==> src/rtl/mdu_pkg.sv <==
// Shared definitions for the iterative multiply/divide unit:
// operation encodings, FSM state encoding and default sizes.
package mdu_pkg;

  localparam int MDU_WIDTH = 32;
  localparam int MDU_CNT_W = 6;

  typedef enum logic [1:0] {
    MDU_MULU = 2'b00,
    MDU_MUL  = 2'b01,
    MDU_DIVU = 2'b10,
    MDU_DIV  = 2'b11
  } mdu_op_e;

  typedef enum logic [1:0] {
    ST_IDLE = 2'b00,
    ST_CALC = 2'b01,
    ST_FIX  = 2'b10,
    ST_DONE = 2'b11
  } mdu_state_e;

endpackage

==> src/rtl/mdu_seq_if.sv <==
// Request/result bundle between the execute-stage controller and the MDU.
interface mdu_seq_if import mdu_pkg::*; #(
  parameter int WIDTH = MDU_WIDTH
) ();

  logic             start;
  logic [1:0]       op;
  logic [WIDTH-1:0] A;
  logic [WIDTH-1:0] B;
  logic             busy;
  logic             done;
  logic [WIDTH-1:0] hi;
  logic [WIDTH-1:0] lo;
  logic             div_by_zero;

  modport master (
    output start, op, A, B,
    input  busy, done, hi, lo, div_by_zero
  );

  modport slave (
    input  start, op, A, B,
    output busy, done, hi, lo, div_by_zero
  );

endinterface

==> src/rtl/mdu_negate.sv <==
// Combinational conditional two's-complement negate.
module mdu_negate #(
  parameter int WIDTH = 32
) (
  input  logic [WIDTH-1:0] i_val,
  input  logic             i_neg,
  output logic [WIDTH-1:0] o_val
);

  localparam logic [WIDTH-1:0] ONE = {{(WIDTH-1){1'b0}}, 1'b1};

  assign o_val = i_neg ? ((~i_val) + ONE) : i_val;

endmodule

==> src/rtl/mdu_seq.sv <==
// Iterative multiply/divide unit: one bit per clock, sign handled by
// operating on magnitudes and correcting the result in a single FIX cycle.
module mdu_seq import mdu_pkg::*; #(
  parameter int WIDTH = MDU_WIDTH,
  parameter int CNT_W = MDU_CNT_W
) (
  input logic       clk,
  input logic       rst,
  mdu_seq_if.slave  bus
);

  localparam logic [CNT_W-1:0] LAST_ITER = CNT_W'(WIDTH - 1);

  mdu_state_e         r_state;
  mdu_state_e         w_state_nxt;
  mdu_op_e            r_op;
  logic               r_sign_a;
  logic               r_sign_b;
  logic               r_dbz;
  logic [WIDTH-1:0]   r_a;      // multiplicand, or dividend shifting into quotient
  logic [WIDTH-1:0]   r_b;      // multiplier (shifts right) or divisor
  logic [2*WIDTH-1:0] r_acc;    // product, or remainder in the upper half
  logic [CNT_W-1:0]   r_cnt;
  logic [WIDTH-1:0]   r_hi;
  logic [WIDTH-1:0]   r_lo;
  logic               r_div_by_zero;

  logic               w_accept;
  logic [WIDTH-1:0]   w_a_abs;
  logic [WIDTH-1:0]   w_b_abs;
  logic [WIDTH:0]     w_mul_sum;
  logic [WIDTH:0]     w_rem_sh;
  logic               w_ge;
  logic [WIDTH-1:0]   w_rem_diff;
  logic               w_neg_prod;
  logic               w_neg_quo;
  logic               w_neg_rem;
  logic [2*WIDTH-1:0] w_prod_fix;
  logic [WIDTH-1:0]   w_quo_fix;
  logic [WIDTH-1:0]   w_rem_fix;

  assign w_accept = bus.start && ((r_state == ST_IDLE) || (r_state == ST_DONE));

  // Operand magnitudes for signed ops are taken straight off the request bus.
  mdu_negate #(.WIDTH(WIDTH)) u_abs_a (
    .i_val (bus.A),
    .i_neg (bus.op[0] & bus.A[WIDTH-1]),
    .o_val (w_a_abs)
  );

  mdu_negate #(.WIDTH(WIDTH)) u_abs_b (
    .i_val (bus.B),
    .i_neg (bus.op[0] & bus.B[WIDTH-1]),
    .o_val (w_b_abs)
  );

  // One shift-add / restoring shift-subtract step.
  assign w_mul_sum  = {1'b0, r_acc[2*WIDTH-1:WIDTH]} + (r_b[0] ? {1'b0, r_a} : '0);
  assign w_rem_sh   = {r_acc[2*WIDTH-1:WIDTH], r_a[WIDTH-1]};
  assign w_ge       = (w_rem_sh >= {1'b0, r_b});
  // When w_ge holds the true difference is below the divisor, so WIDTH bits suffice.
  assign w_rem_diff = w_rem_sh[WIDTH-1:0] - r_b;

  // With a zero divisor the loop yields quotient all-ones and remainder |A|;
  // keeping the quotient uncorrected and applying the dividend-sign fix to the
  // remainder returns A unmodified in hi.
  assign w_neg_prod = r_op[0] & (r_sign_a ^ r_sign_b);
  assign w_neg_quo  = r_op[0] & (r_sign_a ^ r_sign_b) & ~r_dbz;
  assign w_neg_rem  = r_op[0] & r_sign_a;

  mdu_negate #(.WIDTH(2*WIDTH)) u_fix_prod (
    .i_val (r_acc),
    .i_neg (w_neg_prod),
    .o_val (w_prod_fix)
  );

  mdu_negate #(.WIDTH(WIDTH)) u_fix_quo (
    .i_val (r_a),
    .i_neg (w_neg_quo),
    .o_val (w_quo_fix)
  );

  mdu_negate #(.WIDTH(WIDTH)) u_fix_rem (
    .i_val (r_acc[2*WIDTH-1:WIDTH]),
    .i_neg (w_neg_rem),
    .o_val (w_rem_fix)
  );

  // State register.
  always_ff @(posedge clk or posedge rst) begin
    if (rst) r_state <= ST_IDLE;
    else     r_state <= w_state_nxt;
  end

  // Next-state logic: start is only honoured in IDLE and DONE.
  always_comb begin
    w_state_nxt = r_state;
    case (r_state)
      ST_IDLE: if (bus.start) w_state_nxt = ST_CALC;
      ST_CALC: if (r_cnt == LAST_ITER) w_state_nxt = ST_FIX;
      ST_FIX:  w_state_nxt = ST_DONE;
      ST_DONE: w_state_nxt = bus.start ? ST_CALC : ST_IDLE;
      default: w_state_nxt = ST_IDLE;
    endcase
  end

  // Datapath: operand capture, iteration, and result correction.
  always_ff @(posedge clk or posedge rst) begin
    if (rst) begin
      r_op          <= MDU_MULU;
      r_sign_a      <= 1'b0;
      r_sign_b      <= 1'b0;
      r_dbz         <= 1'b0;
      r_a           <= '0;
      r_b           <= '0;
      r_acc         <= '0;
      r_cnt         <= '0;
      r_hi          <= '0;
      r_lo          <= '0;
      r_div_by_zero <= 1'b0;
    end else if (w_accept) begin
      r_op     <= mdu_op_e'(bus.op);
      r_sign_a <= bus.A[WIDTH-1];
      r_sign_b <= bus.B[WIDTH-1];
      r_dbz    <= bus.op[1] & (bus.B == '0);
      r_a      <= w_a_abs;
      r_b      <= w_b_abs;
      r_acc    <= '0;
      r_cnt    <= '0;
    end else if (r_state == ST_CALC) begin
      r_cnt <= r_cnt + 1'b1;
      if (r_op[1]) begin
        r_acc[2*WIDTH-1:WIDTH] <= w_ge ? w_rem_diff : w_rem_sh[WIDTH-1:0];
        r_a                    <= {r_a[WIDTH-2:0], w_ge};
      end else begin
        r_acc <= {w_mul_sum, r_acc[WIDTH-1:1]};
        r_b   <= {1'b0, r_b[WIDTH-1:1]};
      end
    end else if (r_state == ST_FIX) begin
      if (r_op[1]) begin
        r_hi <= w_rem_fix;
        r_lo <= w_quo_fix;
      end else begin
        r_hi <= w_prod_fix[2*WIDTH-1:WIDTH];
        r_lo <= w_prod_fix[WIDTH-1:0];
      end
      r_div_by_zero <= r_dbz;
    end
  end

  assign bus.busy        = (r_state == ST_CALC) || (r_state == ST_FIX);
  assign bus.done        = (r_state == ST_DONE);
  assign bus.hi          = r_hi;
  assign bus.lo          = r_lo;
  assign bus.div_by_zero = r_div_by_zero;

endmodule

==> src/flat_wrapper.sv <==
// flat-port wrapper written by rule: the top's interface ports become plain ports
module mdu_seq_flat import mdu_pkg::*;
#(
  parameter int WIDTH = MDU_WIDTH,
  parameter int CNT_W = MDU_CNT_W
)
  (clk, rst, bus_start, bus_op, bus_A, bus_B, bus_busy, bus_done, bus_hi, bus_lo, bus_div_by_zero);
  mdu_seq_if #(.WIDTH(WIDTH)) bus_i ();
  input logic clk;
  input logic rst;
  input wire logic [$bits(bus_i.start)-1:0] bus_start;
  input wire logic [$bits(bus_i.op)-1:0] bus_op;
  input wire logic [$bits(bus_i.A)-1:0] bus_A;
  input wire logic [$bits(bus_i.B)-1:0] bus_B;
  output wire logic [$bits(bus_i.busy)-1:0] bus_busy;
  output wire logic [$bits(bus_i.done)-1:0] bus_done;
  output wire logic [$bits(bus_i.hi)-1:0] bus_hi;
  output wire logic [$bits(bus_i.lo)-1:0] bus_lo;
  output wire logic [$bits(bus_i.div_by_zero)-1:0] bus_div_by_zero;
  assign bus_i.start = bus_start;
  assign bus_i.op = bus_op;
  assign bus_i.A = bus_A;
  assign bus_i.B = bus_B;
  assign bus_busy = bus_i.busy;
  assign bus_done = bus_i.done;
  assign bus_hi = bus_i.hi;
  assign bus_lo = bus_i.lo;
  assign bus_div_by_zero = bus_i.div_by_zero;
  mdu_seq #(.WIDTH(WIDTH), .CNT_W(CNT_W)) u_core (.clk(clk), .rst(rst), .bus(bus_i));
endmodule
==> config.mk <==
export PLATFORM = sky130hd
export DESIGN_NAME = mdu_seq_flat
export DESIGN_NICKNAME = d
export VERILOG_FILES = /design/src/rtl/mdu_pkg.sv /design/src/rtl/mdu_seq_if.sv /design/src/rtl/mdu_negate.sv /design/src/rtl/mdu_seq.sv /design/src/flat_wrapper.sv
export SDC_FILE = /design/constraint.sdc
export NUM_CORES = 1
export LEC_CHECK = 0
export CAP_MARGIN = 10
export CELL_PAD_IN_SITES_DETAIL_PLACEMENT = 0
export CELL_PAD_IN_SITES_GLOBAL_PLACEMENT = 1
export CORE_MARGIN = 5
export CORE_UTILIZATION = 30
export CTS_CLUSTER_SIZE = 10
export DETAILED_ROUTE_END_ITERATION = 8
export PLACE_DENSITY = 0.6
export SYNTH_ARGS = -nofsm -noshare
export SYNTH_HDL_FRONTEND = slang
export SYNTH_HIERARCHICAL = 1
export SYNTH_SLANG_ARGS = --single-unit
==> constraint.sdc <==
create_clock -name clk -period 10.81 [get_ports clk]
set_clock_uncertainty 0.1 [all_clocks]
set_input_delay 1.081 -clock clk [delete_from_list [all_inputs] [get_ports clk]]
set_output_delay 1.081 -clock clk [all_outputs]
set_load 0.005 [all_outputs]
After elaboration in Yosys (flattened, before gate mapping)
Index checks and enable logic that the tools add are counted.
{ "totals": {"latch_bits": 0, "mem_count": 0, "ram_bits": 0, "output_inout_bits": 67, "mem_bits_ro": 0, "input_bits": 69, "reg_bits": 206, "elab_cells": 80} }
{ "classes": {"order_cmp": 1, "n_reduce_logical": 11, "add_sub_neg": 8, "n_shift": 0, "n_eq_ne": 7, "multipliers": 0, "div_mod_pow": 0, "n_bitwise": 15, "muxes": 25} }
{ "op_table": {"columns": ["operator", "n"], "rows": [
  ["$mux 32", 16],
  ["$mux 64", 3],
  ["$add 32x1->32 const B", 4],
  ["$not 32->32", 4],
  ["$add 64x1->64 const B", 1],
  ["$not 64->64", 1],
  ["$add 32x33->33", 1],
  ["$ge 33x32->1", 1],
  ["$logic_not 32->1", 1],
  ["$sub 32x32->32", 1],
  ["$mux 6", 2],
  ["$pmux 2 s4", 1],
  ["$add 6x1->6 const B", 1],
  ["$and 1x1->1", 6],
  ["$eq 6x5->1 const B", 1],
  ["$reduce_and 2->1", 3],
  ["$eq 2x2->1 const B", 2],
  ["$mux 2", 2],
  ["$ne 2x2->1 const B", 2],
  ["$reduce_bool 2->1", 2],
  ["$not 1->1", 3],
  ["$reduce_and 3->1", 1],
  ["$eq 2x1->1 const B", 1],
  ["$logic_not 2->1", 1],
  ["other kinds (5)", 6]
]} }

Longest topological paths before layout
{ "logic_depth": {"depth_word": 5, "depth_mapped": 14, "ltp_nobuf": 13} }

By module
Netlist, hierarchy kept.
{ "by_module_without_submodules": {"columns": ["module", "cells_per_inst", "instances", "seq_area_each_um2", "area_per_inst_um2"], "rows": [
  ["mdu_seq", 1478, 1, 5154.9, 13171.4],
  ["mdu_negate (u_core.u_abs_a ...)", 99, 4, 0.0, 777.0],
  ["mdu_negate (u_core.u_fix_prod)", 197, 1, 0.0, 1530.2]
]} }

Worst setup path after synthesis
No wires, ideal clock.
{ "synth_path": {"path_type": "flip-flop to flip-flop", "start": "reg u_core.r_b[0]", "end": "reg u_core.r_acc[61]", "path_buffers": 2, "stages_incl_launch_ff": 14, "path_slack_ps": 7415, "required_time_ps": 10588, "setup_ps": 122, "period_less_slack_ps": 3395, "arrival_ps": 3174, "cell_sequence": "dfrtp_1 -> clkbuf_1 -> and2_1 -> ha_1 -> buf_6 -> a21o_1 -> a31o_1 -> a2111oi_4 -> o21ai_2 -> or4_4 -> a41oi_2 -> xor2_1 -> nand2_1 -> a32o_1"} }
{ "synth_between": {"elab_chain_cells": 5, "elab_cells_between_ends": 8, "cone_classes": "2 x add/sub; 1 x order compare; 5 x mux"} }
{ "synth_rtl": {"columns": ["element", "line_no", "text"], "rows": [
  ["start: declaration", "mdu_seq.sv:21", "logic [WIDTH-1:0] r_b;"],
  ["start signal: assignment", "mdu_seq.sv:127", "r_b <= w_b_abs;"],
  ["start signal: assignment", "mdu_seq.sv:137", "r_b <= {1'b0, r_b[WIDTH-1:1]};"],
  ["$mux 32, or another cell as far along", "mdu_seq.sv:58", "assign w_mul_sum = {1'b0, r_acc[2*WIDTH-1:WIDTH]} + (r_b[0] ? {1'b0, r_a} : '0);"],
  ["$add 32x33->33 or $mux 32 (tied branches)", "mdu_seq.sv:58, mdu_seq.sv:133", null],
  ["$mux 32 (*)", "mdu_seq.sv:132", "if (r_op[1]) begin"],
  ["$mux 64 (*)", "mdu_seq.sv:130", "end else if (r_state == ST_CALC) begin"],
  ["$mux 64 (*)", "mdu_seq.sv:121", "end else if (w_accept) begin"],
  ["end signal: indexed assignment", "mdu_seq.sv:133", "r_acc[2*WIDTH-1:WIDTH] <= w_ge ? w_rem_diff : w_rem_sh[WIDTH-1:0];"],
  ["end signal: assignment", "mdu_seq.sv:136", "r_acc <= {w_mul_sum, r_acc[WIDTH-1:1]};"],
  ["end: declaration", "mdu_seq.sv:22", "logic [2*WIDTH-1:0] r_acc;"]
]} }
Every way passes the cells marked *; elsewhere a longest branch is shown, timed or not. The select of a mux whose other input is x is not followed.
A chain may end at the register's enable or synchronous reset.

Worst setup path in the final report
{ "layout_path": {"start": "reg u_core.r_b[0]", "end": "reg u_core.r_acc[47]"} }
The elaborated chain is that of the path after synthesis.

==> summary.md <==
| Metric | Value |
|---|---|
| Max-cap viol count | `0` |
| Yosys warnings | `6` |
| Critical Path Fanout Max | `49` |
| Post-synthesis cell area | `17800 sq um` |
| Total global routing overflow | `0` |
| Hold Path Class | `reg2reg` |
| Max VDD drop | `0.234 mV` |
| I/O Buffers | `135` |
| Area Growth Syn to Fin | `17.0%` |
| H-tree depth | `1` |
| GR Util met2 | `0.299` |
| Post-synthesis xor/xnor area fraction | `0.118` |
| Async SR Flop Fraction | `1.00` |
| CORE AREA | `58900 sq um` |
| Pleak | `8.60 nW` |
| Row cnt | `89` |
| Worst skew pair latency | `0.57 ns` |
| Data arrival, critical path | `4.38 ns` |
| DP HPWL | `45900 microns` |
| Die area | `64300 sq um` |
| Flops & latches, synth | `206` |
| Final-report hold violation count | `0` |
| Clock transition at the registers of the reported paths | `0.06 ns` |
| Post-synth top flop | `dfrtp_1` |
| Area after DPL | `19900 sq um` |
| CP cell instances | `ha_1, nor2b_1, o21ai_0, a21oi_1, o2111ai_1, nand4bb_1, a31oi_4, buf_4, mux2_2, a22oi_1, o21ai_0` |
| Syn Inst Count | `2071` |
| Antenna-violating nets left | `0` |
| Pre-CTS setup slack | `6.55 ns` |
| Routability Congestion | `0.873` |
| Adder-cell share of the synthesized area | `0.0556` |
| Initial antenna violation count | `2` |
| Mux cell area share after synthesis | `0.0641` |
| Slowest CP cell | `dfrtp_1` |
| Global routing usage on met1 | `0.257` |
| Gr usage total | `0.182` |
| Post-route setup TNS | `0 ns` |
| Status | `complete, no violations` |
| Root Buffer | `clkbuf_16` |
| Post-synth net total | `2218` |
| Worst path bufs/invs | `1` |
| Compound-gate portion of the synthesized area | `0.242` |
| Global-route wire length before repair | `93400 microns` |
| Startpoint Class | `flop` |
| CTS buffer count | `28` |
| Commonest cells after routing, fill and taps aside | `xnor2_1 (206), dfrtp_1 (205), nand2_1 (197), o21ai_0 (191), a21oi_1 (141)` |
| Initial core utilization | `0.302` |
| Max stage delay on crit path | `0.91 ns` |
| Setup-failing EPs final | `0` |
| CTS tree | `yes` |
| Post-CTS resize count | `0` |
| Synth Area in Simple Gates | `0.191` |
| Final core occ | `0.354` |
| CP Capture Type | `flop` |
| Die Ht | `254 microns` |
| Busiest grt layer | `met2` |
| Die W | `254 microns` |
| Number of global-route vias before repair | `15600` |
| Total Wirelength | `60800 microns` |
| Commonest non-fill, non-tap cell in the layout | `xnor2_1` |
| Drt wl/cell | `20.7 microns` |
| Min Tclk post-route | `4.04 ns` |
| Share of cells above drive strength 1 | `0.0754` |
| Clock Sink Count | `206` |
| Via Count | `16100` |
| Ports | `136` |
| Main combinational cell family by area after synthesis | `compound AO/OA/AOI/OAI gates` |
| Power Density | `310 nW/um^2` |
| RSZ-0062 raised after global routing | `false` |
| Crit-path leading delay family | `compound AO/OA/AOI/OAI gates` |
| CP Class | `reg2reg` |
| Worst EP required | `11.15 ns` |
| Least-Margin Pin Slew | `1.22 ns` |
| 1st-pass router iterations | `6` |
| Crit path top cell by count | `o21ai_0` |
| Seq/Total Area, Yosys | `0.289` |
| DRC viols | `0` |
| Vias per inst | `5.47` |
| Hold-fix buffers, CTS | `0` |
| Pin count of the biggest net entering global routing | `130` |
| Pwr Total | `6.47 mW` |
| Post-CTS setup buffer count | `0` |
| Final WS setup | `6.77 ns` |
| Max-slew headroom | `0.186` |
| Number of synthesized flops with an enable pin | `0` |
| CTS Buffer Depth | `3` |
| Final instance area | `20800 sq um` |
| Max Clk Rate | `248 MHz` |
| Netlist cell types | `83` |
| Final max-slew violation count | `0` |
| Final net count | `2292` |
| Met3 Use GR | `0.0205` |
| Post-Syn Area per Cell | `8.60 sq um` |
| Starting DRT DRC Count | `1092` |
| Share of the clock period used by the worst path | `0.374` |
synthesized netlist by cell type (all sizes together), types with 18 or more instances:
master / count / area share
dfrtp: 206 / 0.29
xnor2: 206 / 0.10
nand2: 200 / 0.042
o21ai: 196 / 0.055
a21oi: 141 / 0.040
nor2: 132 / 0.028
mux2i: 104 / 0.058
clkbuf: 84 / 0.018
ha: 76 / 0.053
inv: 60 / 0.013
o31ai: 53 / 0.024
o41ai: 50 / 0.033
a211oi: 43 / 0.018
nor4: 40 / 0.028
a21o: 39 / 0.016
a22o: 37 / 0.018
and2: 37 / 0.013
nand3: 35 / 0.0098
xor2: 33 / 0.016
buf: 32 / 0.010
nand4: 31 / 0.012
nor3: 27 / 0.0079
nand2b: 25 / 0.0092
or3: 18 / 0.0063
registers in the layout, summed over array words and instances (netlist names):
register,flops
u_core/r_cnt,6
u_core/r_dbz,1
u_core/bus.div_by_zero,1
u_core/r_a,32
u_core/r_sign_b,1
u_core/bus.lo,32
u_core/r_sign_a,1
u_core/r_b,32
u_core/r_acc,64
u_core/r_state,2
u_core/r_op,2
u_core/bus.hi,32
worst min-delay path: stages (launching register included):
cell and delay [ns]:
dfrtp_1 0.34, nand2_1 0.04, o21ai_0 0.06
cell families (layout without fill, tap and decap cells):
| group | Yosys count | in the layout |
|---|---|---|
| flip-flops | 206 | 206 |
| adder cells (fa/ha/maj) | 78 | 78 |
| XOR/XNOR | 239 | 239 |
| buffers and inverters | 177 | 267 |
| multiplexers | 113 | 113 |
| AO/OA/AOI/OAI | 637 | 637 |
| AND/OR/NAND/NOR | 621 | 621 |
| other | 0 | 1 |
layer usage:
layer,vias to the layer above,part of all wire
li1,7738,-
met1,7861,0.47
met2,366,0.46
met3,87,0.044
met4,0,0.026
met5,-,0
report_power, final:
group          leakage [nW]  total [mW]  switching (mW)  internal (mW)
Combinational          5.55        4.01            2.38           1.62
Clock                 0.461       0.958           0.361          0.598
Sequential             2.58        1.50           0.456           1.05
final timing paths:
kind | startpoint | end | slack, ns | depth (start not counted)
max | u_core/r_b[0]$_DFFE_PP0P_ | u_core/r_acc[47]$_DFFE_PP0P_ | 6.77 | 11
min | u_core/bus.lo[24]$_DFFE_PP0P_ | u_core/bus.lo[24]$_DFFE_PP0P_ | 0.38 | 2
max reg2reg | u_core/r_b[0]$_DFFE_PP0P_ | u_core/r_acc[47]$_DFFE_PP0P_ | 6.77 | 11
min reg2reg | u_core/bus.lo[24]$_DFFE_PP0P_ | u_core/bus.lo[24]$_DFFE_PP0P_ | 0.38 | 2
max in group asynchronous | rst | u_core/r_b[11]$_DFFE_PP0P_ | 7.48 | 4
min in group asynchronous | rst | u_core/bus.lo[17]$_DFFE_PP0P_ | 0.89 | 2
final cells by class:
cell class / instances / area (sq um)
tap: 773 / 967
timing repair buffer: 160 / 1560
multi-input combinational: 1688 / 12000
fill: 6067 / 38100
sequential: 206 / 5160
clock buffer: 37 / 786
clock inverter: 9 / 149
inverter: 61 / 236
antenna: 1 / 2.50
per-stage QoR:
step	instances	hold slack (ns)
floorplan	2071	0.352
global placement	2887	0.365
detailed placement	2887	0.370
CTS	2933	0.383
global route	2934	0.396
finish	2935	0.375
No activity file was read; power rests on OpenSTA's default activity.
==> patch, RTL diff (same settings) <==
`MDU_WIDTH`: 32 -> 36.
--- a/src/rtl/mdu_pkg.sv
+++ b/src/rtl/mdu_pkg.sv
@@ -4,3 +4,3 @@
 
-  localparam int MDU_WIDTH = 32;
+  localparam int MDU_WIDTH = 36;
   localparam int MDU_CNT_W = 6;
Ports: changed (resized bus_A, bus_B, bus_hi and bus_lo); port bits go from 136 to 152. No check against the original RTL was run, so the function may have changed too.
==> patch against the original RTL <==
- fmax down 0.53%
- area after synthesis up 13%
- final area up 12%
- clock power up 2%
- routed wire length up 19%
- power up 12%
- sequential cell count up 24
- setup slack worse by 0.022 ns
- critical endpoint is now u_core/r_acc[63]$_DFFE_PP0P_
- largest cell class unchanged
==> patch: results (changes against the original RTL) <==
[logic_synthesis]
yosys-top-cells-count=nand2_1, xnor2_1, dfrtp_1
synthMuxAreaShare_pct=5.83  ; -0.59 points
ys_seq_area_share_pct=28.6  ; -0.38 points
synth-adder-area-share_pct=5.42  ; -0.15 points
syn_nets=2601  ; +17%
synth-xor-area-share_pct=11.7  ; -0.059 points

[grt]
grt_use_total_pct=19.1  ; +0.86 points
grt_max_degree=113  ; -13%
grt_pass1_wl_mm=112  ; +20%
grt_use_met1_pct=27.0  ; +1.3 points
use_met2_pct=31.8  ; +1.9 points

[final_layout]
multi_input_area_share_pct=58.0  ; +0.56 points
seq_share_pct=24.7  ; -0.088 points
layout.non_clock_inverters=72  ; +18%
signal_buffer_area_fraction_pct=7.34  ; -0.14 points
nFillCells=6950  ; +15%
nMultiInputCombCells=1997  ; +18%
clkbuf_count=45  ; +22%
n_all_buffers=178  ; +11%
fin_nets=2672  ; +17%
largest_register_ffs=72  ; +13%

[drt]
drtIter0Drc=1266  ; +16%
wire_per_inst_um=21.3  ; +2.8%
drt-met1-wl_mm=34.2  ; +21%
routed-wl-met2_mm=33.8  ; +20%
vias_per_cell=5.48  ; +0.16%

[critical_path]
ff2ff_setup_slack_ns=6.75  ; -0.02 ns
slowest_delay_ns=0.93  ; +0.02 ns
crit_fanout=59  ; +20%

[placed_design]
port_buffers=151  ; +12%
dpl.hpwl_mm=54.1  ; +18%
place_area_um2=22400  ; +13%

[die]
dieArea_um2=72400  ; +13%

[power]
p_leak_uw=0.00939  ; +9.2%
p_switching_uw=3730  ; +17%
internal-power_uw=3540  ; +8.3%
seqPwrFrac_pct=24.3  ; +1.1 points
power.density_nw_per_um2=311  ; +0.32%

[clock_tree]
cts.sinks=230  ; +12%
clkLatencyLatePin_ns=0.60  ; +0.03 ns
numCtsBuffers=30  ; +7.1%

[status]
status=finished clean

[timing]
relSlewSlack_pct=33.3  ; +15 points

==> patch: changes by cell type after synthesis, moves of 15 or more <==
cell	change
or3_1	+20
clkbuf_1	+15
dfrtp_1	+24
xnor2_1	+34
a22o_1	-35
a211oi_1	-30
a21oi_1	-33
or4_1	+19
o31ai_2	+17
o21ai_1	+24
a31oi_1	+36
o41ai_2	+15
a21o_1	-16
nand2_1	+202
==> patch: worst min-delay path by stage <==
stage                                        startpoint                             to  cells past startpoint
final                      u_core/bus.hi[4]$_DFFE_PP0P_   u_core/bus.hi[4]$_DFFE_PP0P_                      2
after global routing      u_core/bus.hi[22]$_DFFE_PP0P_  u_core/bus.hi[22]$_DFFE_PP0P_                      2
after floorplan              u_core/r_op[0]$_DFFE_PP0P_     u_core/r_op[0]$_DFFE_PP0P_                      2
after detailed placement   u_core/bus.hi[8]$_DFFE_PP0P_   u_core/bus.hi[8]$_DFFE_PP0P_                      2
after CTS                  u_core/bus.hi[0]$_DFFE_PP0P_   u_core/bus.hi[0]$_DFFE_PP0P_                      2
after global placement    u_core/bus.lo[21]$_DFFE_PP0P_  u_core/bus.lo[21]$_DFFE_PP0P_                      2
==> patch: kinds of logic (layout without fill, tap and decap cells) <==
family | Yosys count | after routing
simple gates | 855 | 855
mux | 117 | 117
fa+ha+maj | 86 | 86
compound gates | 670 | 670
buf+inv | 211 | 300
xor+xnor | 269 | 269
flops | 230 | 230
==> patch: per-stage QoR <==
stage | std cells | hold WS [ns] | worst slack (ns)
2_1_floorplan | 2438 | 0.352 | 3.32
3_3_place_gp | 3350 | 0.369 | 6.86
3_5_place_dp | 3350 | 0.371 | 6.80
4_1_cts | 3400 | 0.385 | 6.80
5_1_grt | 3400 | 0.408 | 6.43
6_report | 3400 | 0.375 | 6.75
